===== src/rtl/bhg_packer_pkg.sv =====
// Shared types and lane-ordering helper for the narrow-to-wide FIFO packer.
// Lane order is reversed (MSB lane first) when BHG_PACKER_MSB_FIRST_EN is defined.
package bhg_packer_pkg;

    typedef enum logic {
        ST_FILL  = 1'b0,
        ST_FLUSH = 1'b1
    } packer_state_t;

    // Map the running word count to the lane that word lands in.
    function automatic int unsigned lane_idx(input int unsigned cnt, input int unsigned ratio);
`ifdef BHG_PACKER_MSB_FIRST_EN
        lane_idx = (cnt < ratio) ? (ratio - 32'd1 - cnt) : 32'd0;
`else
        lane_idx = (cnt < ratio) ? cnt : 32'd0;
`endif
    endfunction

endpackage


===== src/rtl/bhg_packer_timeout.sv =====
// Idle timer for the packer: counts idle cycles while a partial word is held
// and raises expire so the partial word is forced out.
module bhg_packer_timeout #(
    parameter int TIMEOUT = 16
) (
    input  logic clk,
    input  logic reset,
    input  logic active,
    input  logic accept,
    input  logic clear,
    output logic expire
);

    localparam int TW = (TIMEOUT > 1) ? $clog2(TIMEOUT) : 1;

    logic [TW-1:0] timer_q;
    logic [TW-1:0] timer_d;
    logic          pend_flush_q;
    logic          pend_flush_d;
    logic          hit_s;

    // Next timer / pending-flush state; a hit is visible the same cycle so the
    // flush request is not delayed behind the pend_flush flop.
    always_comb begin
        hit_s        = 1'b0;
        timer_d      = timer_q;
        pend_flush_d = pend_flush_q;
        if (TIMEOUT > 0) begin
            hit_s = active && !accept && (timer_q == TW'(TIMEOUT - 1));
        end else begin
            hit_s = 1'b0;
        end
        if (clear || accept) begin
            timer_d = {TW{1'b0}};
        end else if (active) begin
            timer_d = timer_q + TW'(1);
        end else begin
            timer_d = timer_q;
        end
        if (clear) begin
            pend_flush_d = 1'b0;
        end else if (hit_s) begin
            pend_flush_d = 1'b1;
        end else begin
            pend_flush_d = pend_flush_q;
        end
    end

    // Timer state registers.
    always_ff @(posedge clk) begin
        if (reset) begin
            timer_q      <= {TW{1'b0}};
            pend_flush_q <= 1'b0;
        end else begin
            timer_q      <= timer_d;
            pend_flush_q <= pend_flush_d;
        end
    end

    assign expire = hit_s || pend_flush_q;

endmodule


===== src/rtl/bhg_fifo_width_packer.sv =====
// Width-up converter: packs RATIO narrow FWFT words into one wide word with a
// per-lane valid mask. Optional macro BHG_PACKER_MSB_FIRST_EN reverses lane order.
module bhg_fifo_width_packer
    import bhg_packer_pkg::*;
#(
    parameter int BITS    = 8,
    parameter int RATIO   = 4,
    parameter int TIMEOUT = 16
) (
    input  logic                  clk,
    input  logic                  reset,
    input  logic                  in_ready,
    input  logic [BITS-1:0]       in_data,
    output logic                  in_shift_out,
    input  logic                  flush,
    input  logic                  out_full,
    output logic                  out_shift_in,
    output logic [BITS*RATIO-1:0] out_data,
    output logic [RATIO-1:0]      out_mask,
    output logic                  busy
);

    localparam int CW = $clog2(RATIO);
    localparam int W  = BITS * RATIO;

    packer_state_t  state_q, state_d;
    logic [CW-1:0]  cnt_q, cnt_d;
    logic [W-1:0]   acc_q, acc_d, acc_w;
    logic [RATIO-1:0] mask_q, mask_d, mask_w;
    logic           out_valid_q, out_valid_d;
    logic [W-1:0]   out_data_q, out_data_d;
    logic [RATIO-1:0] out_mask_q, out_mask_d;

    logic           slot_free_s;
    logic           last_s;
    logic           accept_s;
    logic           emit_s;
    logic           active_s;
    logic           expire_s;
    int unsigned    lane_s;

    // Handshake decode; kept apart from next-state so the timer's same-cycle
    // expire does not form a loop through one process.
    always_comb begin
        slot_free_s  = !out_valid_q || !out_full;
        out_shift_in = out_valid_q && !out_full;
        last_s       = (cnt_q == CW'(RATIO - 1));
        lane_s       = lane_idx(32'(cnt_q), unsigned'(RATIO));
        active_s     = (cnt_q != {CW{1'b0}}) && (state_q == ST_FILL);
        if (state_q == ST_FILL) begin
            in_shift_out = in_ready && (!last_s || slot_free_s);
        end else begin
            in_shift_out = 1'b0;
        end
        accept_s = in_shift_out;
    end

    bhg_packer_timeout #(
        .TIMEOUT (TIMEOUT)
    ) u_timeout (
        .clk    (clk),
        .reset  (reset),
        .active (active_s),
        .accept (accept_s),
        .clear  (emit_s),
        .expire (expire_s)
    );

    // Accumulator write, word completion, flush FSM and output register load.
    always_comb begin
        acc_w       = acc_q;
        mask_w      = mask_q;
        state_d     = state_q;
        cnt_d       = cnt_q;
        out_data_d  = out_data_q;
        out_mask_d  = out_mask_q;
        emit_s      = 1'b0;
        for (int i = 0; i < RATIO; i++) begin
            if (accept_s && (lane_s == unsigned'(i))) begin
                acc_w[i*BITS +: BITS] = in_data;
                mask_w[i]             = 1'b1;
            end
        end
        acc_d  = acc_w;
        mask_d = mask_w;
        if (out_shift_in) begin
            out_valid_d = 1'b0;
        end else begin
            out_valid_d = out_valid_q;
        end
        case (state_q)
            ST_FILL: begin
                if (accept_s && last_s) begin
                    out_valid_d = 1'b1;
                    out_data_d  = acc_w;
                    out_mask_d  = {RATIO{1'b1}};
                    emit_s      = 1'b1;
                    cnt_d       = {CW{1'b0}};
                    acc_d       = {W{1'b0}};
                    mask_d      = {RATIO{1'b0}};
                end else if (accept_s) begin
                    cnt_d = cnt_q + CW'(1);
                end else begin
                    cnt_d = cnt_q;
                end
                // Evaluated after the accept, so a flush that coincides with the
                // completing word is simply dropped.
                if ((flush || expire_s) && (cnt_d != {CW{1'b0}})) begin
                    state_d = ST_FLUSH;
                end else begin
                    state_d = ST_FILL;
                end
            end
            ST_FLUSH: begin
                if (slot_free_s) begin
                    out_valid_d = 1'b1;
                    out_data_d  = acc_q;
                    out_mask_d  = mask_q;
                    emit_s      = 1'b1;
                    cnt_d       = {CW{1'b0}};
                    acc_d       = {W{1'b0}};
                    mask_d      = {RATIO{1'b0}};
                    state_d     = ST_FILL;
                end else begin
                    state_d = ST_FLUSH;
                end
            end
            default: begin
                state_d = ST_FILL;
            end
        endcase
    end

    // Packer state and output register.
    always_ff @(posedge clk) begin
        if (reset) begin
            state_q     <= ST_FILL;
            cnt_q       <= {CW{1'b0}};
            acc_q       <= {W{1'b0}};
            mask_q      <= {RATIO{1'b0}};
            out_valid_q <= 1'b0;
            out_data_q  <= {W{1'b0}};
            out_mask_q  <= {RATIO{1'b0}};
        end else begin
            state_q     <= state_d;
            cnt_q       <= cnt_d;
            acc_q       <= acc_d;
            mask_q      <= mask_d;
            out_valid_q <= out_valid_d;
            out_data_q  <= out_data_d;
            out_mask_q  <= out_mask_d;
        end
    end

    assign out_data = out_data_q;
    assign out_mask = out_mask_q;
    assign busy     = (cnt_q != {CW{1'b0}}) || out_valid_q || (state_q == ST_FLUSH);

endmodule


===== config.mk =====
export PLATFORM = sky130hd
export DESIGN_NAME = bhg_fifo_width_packer
export DESIGN_NICKNAME = d
export VERILOG_FILES = /design/src/rtl/bhg_packer_pkg.sv /design/src/rtl/bhg_packer_timeout.sv /design/src/rtl/bhg_fifo_width_packer.sv
export SDC_FILE = /design/constraint.sdc
export NUM_CORES = 1
export LEC_CHECK = 0
export ABC_AREA = 1
export BUFFER_PORTS_ARGS = -buffer_cell sky130_fd_sc_hd__buf_2
export CAP_MARGIN = 10
export CORE_MARGIN = 10
export CORE_UTILIZATION = 58
export CTS_BUF_LIST = sky130_fd_sc_hd__clkbuf_2
export CTS_CLUSTER_SIZE = 14
export DETAILED_ROUTE_END_ITERATION = 10
export GPL_ROUTABILITY_DRIVEN = 0
export PLACE_DENSITY = 0.89
export SYNTH_ARGS = -nofsm -noshare
export SYNTH_HDL_FRONTEND = slang
export SYNTH_HIERARCHICAL = 1
export SYNTH_SLANG_ARGS = --single-unit

===== constraint.sdc =====
create_clock -name clk -period 5.6 [get_ports clk]
set_clock_uncertainty 0.05 [all_clocks]
set_input_delay 0.56 -clock clk [delete_from_list [all_inputs] [get_ports clk]]
set_output_delay 0.56 -clock clk [all_outputs]
set_load 0.005 [all_outputs]

==> impl_metrics.env <==
export IMPL_crit_chain="ha_1 > nand3_1 > nand2_4 > inv_6 > nand2_8 > nand2_4 > inv_2 > nand2_2 > nor2_1"
export IMPL_tightest_slew_ps=965
export IMPL_htree_levels=3
export IMPL_clock_path_buffers=2
export IMPL_via_per_inst=5.21
export IMPL_post_synth_cell_area_avg_um2=7.24
export IMPL_cpPeakStageDelay_ps=510
export IMPL_tns_ps=0
export IMPL_hold_path_endpoint="state_q"
export IMPL_startpoint_type="flop"
export IMPL_p_leak_uw=0.00174
export IMPL_period_minus_slack_ps=3160
export IMPL_r2r_setup_slack_ps=2440
export IMPL_r2r_end="acc_q[16]"
export IMPL_synthTopCellsByArea="dfxtp_1 (47%), nand2_1 (16%), nand3_1 (7.9%)"
export IMPL_initial_core_util=0.611
export IMPL_chipHeight_um=96.8
export IMPL_status="complete, no violations"
export IMPL_r2r_start="cnt_q[0]"
export IMPL_clk_pin_slew_ps=210
export IMPL_die_x_um=96.8
export IMPL_async_flop_share=0
export IMPL_final_common_cell="nand2_1"
export IMPL_antenna_found_initial=0
export IMPL_ys_ff_latch=81
export IMPL_finalHoldViolCount=0
export IMPL_place_ws_ps=2490
export IMPL_portBuffers=51
export IMPL_yosysWarnings=6
export IMPL_finalInstanceArea_um2=3760
export IMPL_synth_area_leader_cell="dfxtp_1"
export IMPL_drt_iter0_drc=357
export IMPL_layout_nets=536
export IMPL_via_count=3102
export IMPL_n_fill_cell=503
export IMPL_syn_inst=473
export IMPL_dieArea_um2=9380
export IMPL_core_area_um2=5610
export IMPL_relSlewSlack=0.353
export IMPL_root_buffer="clkbuf_2"
export IMPL_ant_nets=0
export IMPL_drc_errors=0
export IMPL_cp_max_fo=38
export IMPL_drt_wl_total_um=7950
export IMPL_core_rowCount=27
export IMPL_mostFrequentLayoutCells="nand2_1 (145), dfxtp_1 (81), inv_1 (66)"
export IMPL_yosysSeqAreaShare=0.474
export IMPL_cp_top_family="simple AND/OR/NAND/NOR gates"
export IMPL_hpwl_um=5580
export IMPL_fin_crit_sh=0.565
export IMPL_grt_overflow_total=0
export IMPL_clk_latency_ps=550
export IMPL_cap_violations=0
export IMPL_placedCellCount=579
export IMPL_ir_drop_mv=0.166
export IMPL_diodes=0
export IMPL_worst_slack_ps=2440
export IMPL_synth_top_flop_cell="dfxtp_1"
export IMPL_syn_nets=491
export IMPL_grt_max_degree=46
export IMPL_critPathSlowestCell="ha_1"
export IMPL_area_growth_pct=9.68
export IMPL_drive_gt1_frac=0.155
export IMPL_cts_tree="yes"
export IMPL_fin_cells=595
export IMPL_reg2reg_depth=9
export IMPL_cpMostUsedCell="nand2_4"
export IMPL_setup_violations=0
export IMPL_hold_path_class="primary input to flop"
export IMPL_path_class="flop to flop"
export IMPL_cts_hold_buf=0
export IMPL_hold_start="flush"
export IMPL_rsz0062_at_grt="no"
export IMPL_synth_edf_count=0
export IMPL_synth_area_um2=3420
export IMPL_drv_slew=0
export IMPL_crit_required_ps=6040
export IMPL_whs_path_depth=4
export IMPL_critPathBufInv=2
export IMPL_cts_sinks=81
export IMPL_fmax_ghz=0.316
export IMPL_cts_resized=0
export IMPL_grt_pass1_wl_um=13200
export IMPL_synth_distinct_cells=25
export IMPL_end_kind="flop"
export IMPL_io_pins=52
export IMPL_total_power_uw=1070
export IMPL_postCtsSetupBuffers=0
export IMPL_grt_pass1_vias=2997
export IMPL_synth_top_cell_area_share=0.474
export IMPL_crit_arrival_ps=3600
export IMPL_drt_pass1_iter_count=5
export IMPL_p_per_area_nw_per_um2=285
export IMPL_wire_per_inst_um=13.4
export IMPL_cts_buffers=9
export IMPL_dpl_cell_area_um2=3640
export IMPL_grt_total_usage=0.166
## how the worst max path moves through the flow
stage,slack [ps],start,cells past startpoint,to
final,2440,cnt_q[0],9,acc_q[16]
after global routing,2130,cnt_q[0],9,mask_q[1]
after CTS,2450,cnt_q[0],9,mask_q[2]
after detailed placement,2490,cnt_q[0],9,mask_q[2]
after global placement,2640,cnt_q[0],9,mask_q[0]
after floorplan,3800,out_full,10,u_timeout/timer_q[2]
## power breakdown
group / internal (uW) / switching [uW]
clock network: 106 / 198
logic: 46.1 / 105
registers: 604 / 11.8
## metal layers
metal  vias up  global-route usage  wire length [um]
met5         -                   0                 0
met4         0              0.0879               245
met3        28              0.0568               734
met2       130               0.260              3610
met1      1380               0.194              3350
li1       1564                   -                 -
## state kept, by name, summed over array words and instances (netlist names)
signal / count
acc_q: 32
mask_q: 4
out_valid_q: 1
out_data: 32
state_q: 1
u_timeout/pend_flush_q: 1
out_mask: 4
cnt_q: 2
u_timeout/timer_q: 4
## cell families after synthesis
family | synth area share
adder cells (fa/ha/maj) | 0.0183
buffers and inverters | 0.116
flip-flops | 0.474
AO/OA/AOI/OAI | 0.0807
AND/OR/NAND/NOR | 0.312
## Yosys cell counts (2+ instances only)
library cell,number
inv_1,66
dfxtp_1,81
nand3_1,54
nor3b_1,2
o211ai_1,4
nand2_1,145
clkbuf_1,5
clkinv_1,2
nand2_4,2
or2_2,2
a21oi_1,48
nor2_1,33
nor2_4,3
buf_4,4
inv_2,2
ha_1,5
nor2_2,2
buf_6,6
## metrics by stage
step / util / hold WS, ps
3_5_place_dp: 0.650 / 402
4_1_cts: 0.670 / 317
2_1_floorplan: - / 377
6_report: 0.670 / 331
5_1_grt: 0.670 / 338
3_3_place_gp: 0.650 / 390
## tightest hold or removal path: stages
cell	delay, ps
buf_2	70
or2_2	80
nand2_1	40
a21oi_1	120
## layout make-up
cell class | instances | area [um^2] | area share
Clock buffer | 11 | 55.1 | 0.0147
Clock inverter | 5 | 56.3 | 0.0150
Inverter | 71 | 272 | 0.0723
Multi-Input combinational cell | 304 | 1410 | 0.374
Sequential cell | 81 | 1620 | 0.432
Tap cell | 72 | 90.1 | 0.0240
Timing Repair Buffer | 51 | 255 | 0.0680
No activity file was read; power rests on OpenSTA's default activity.
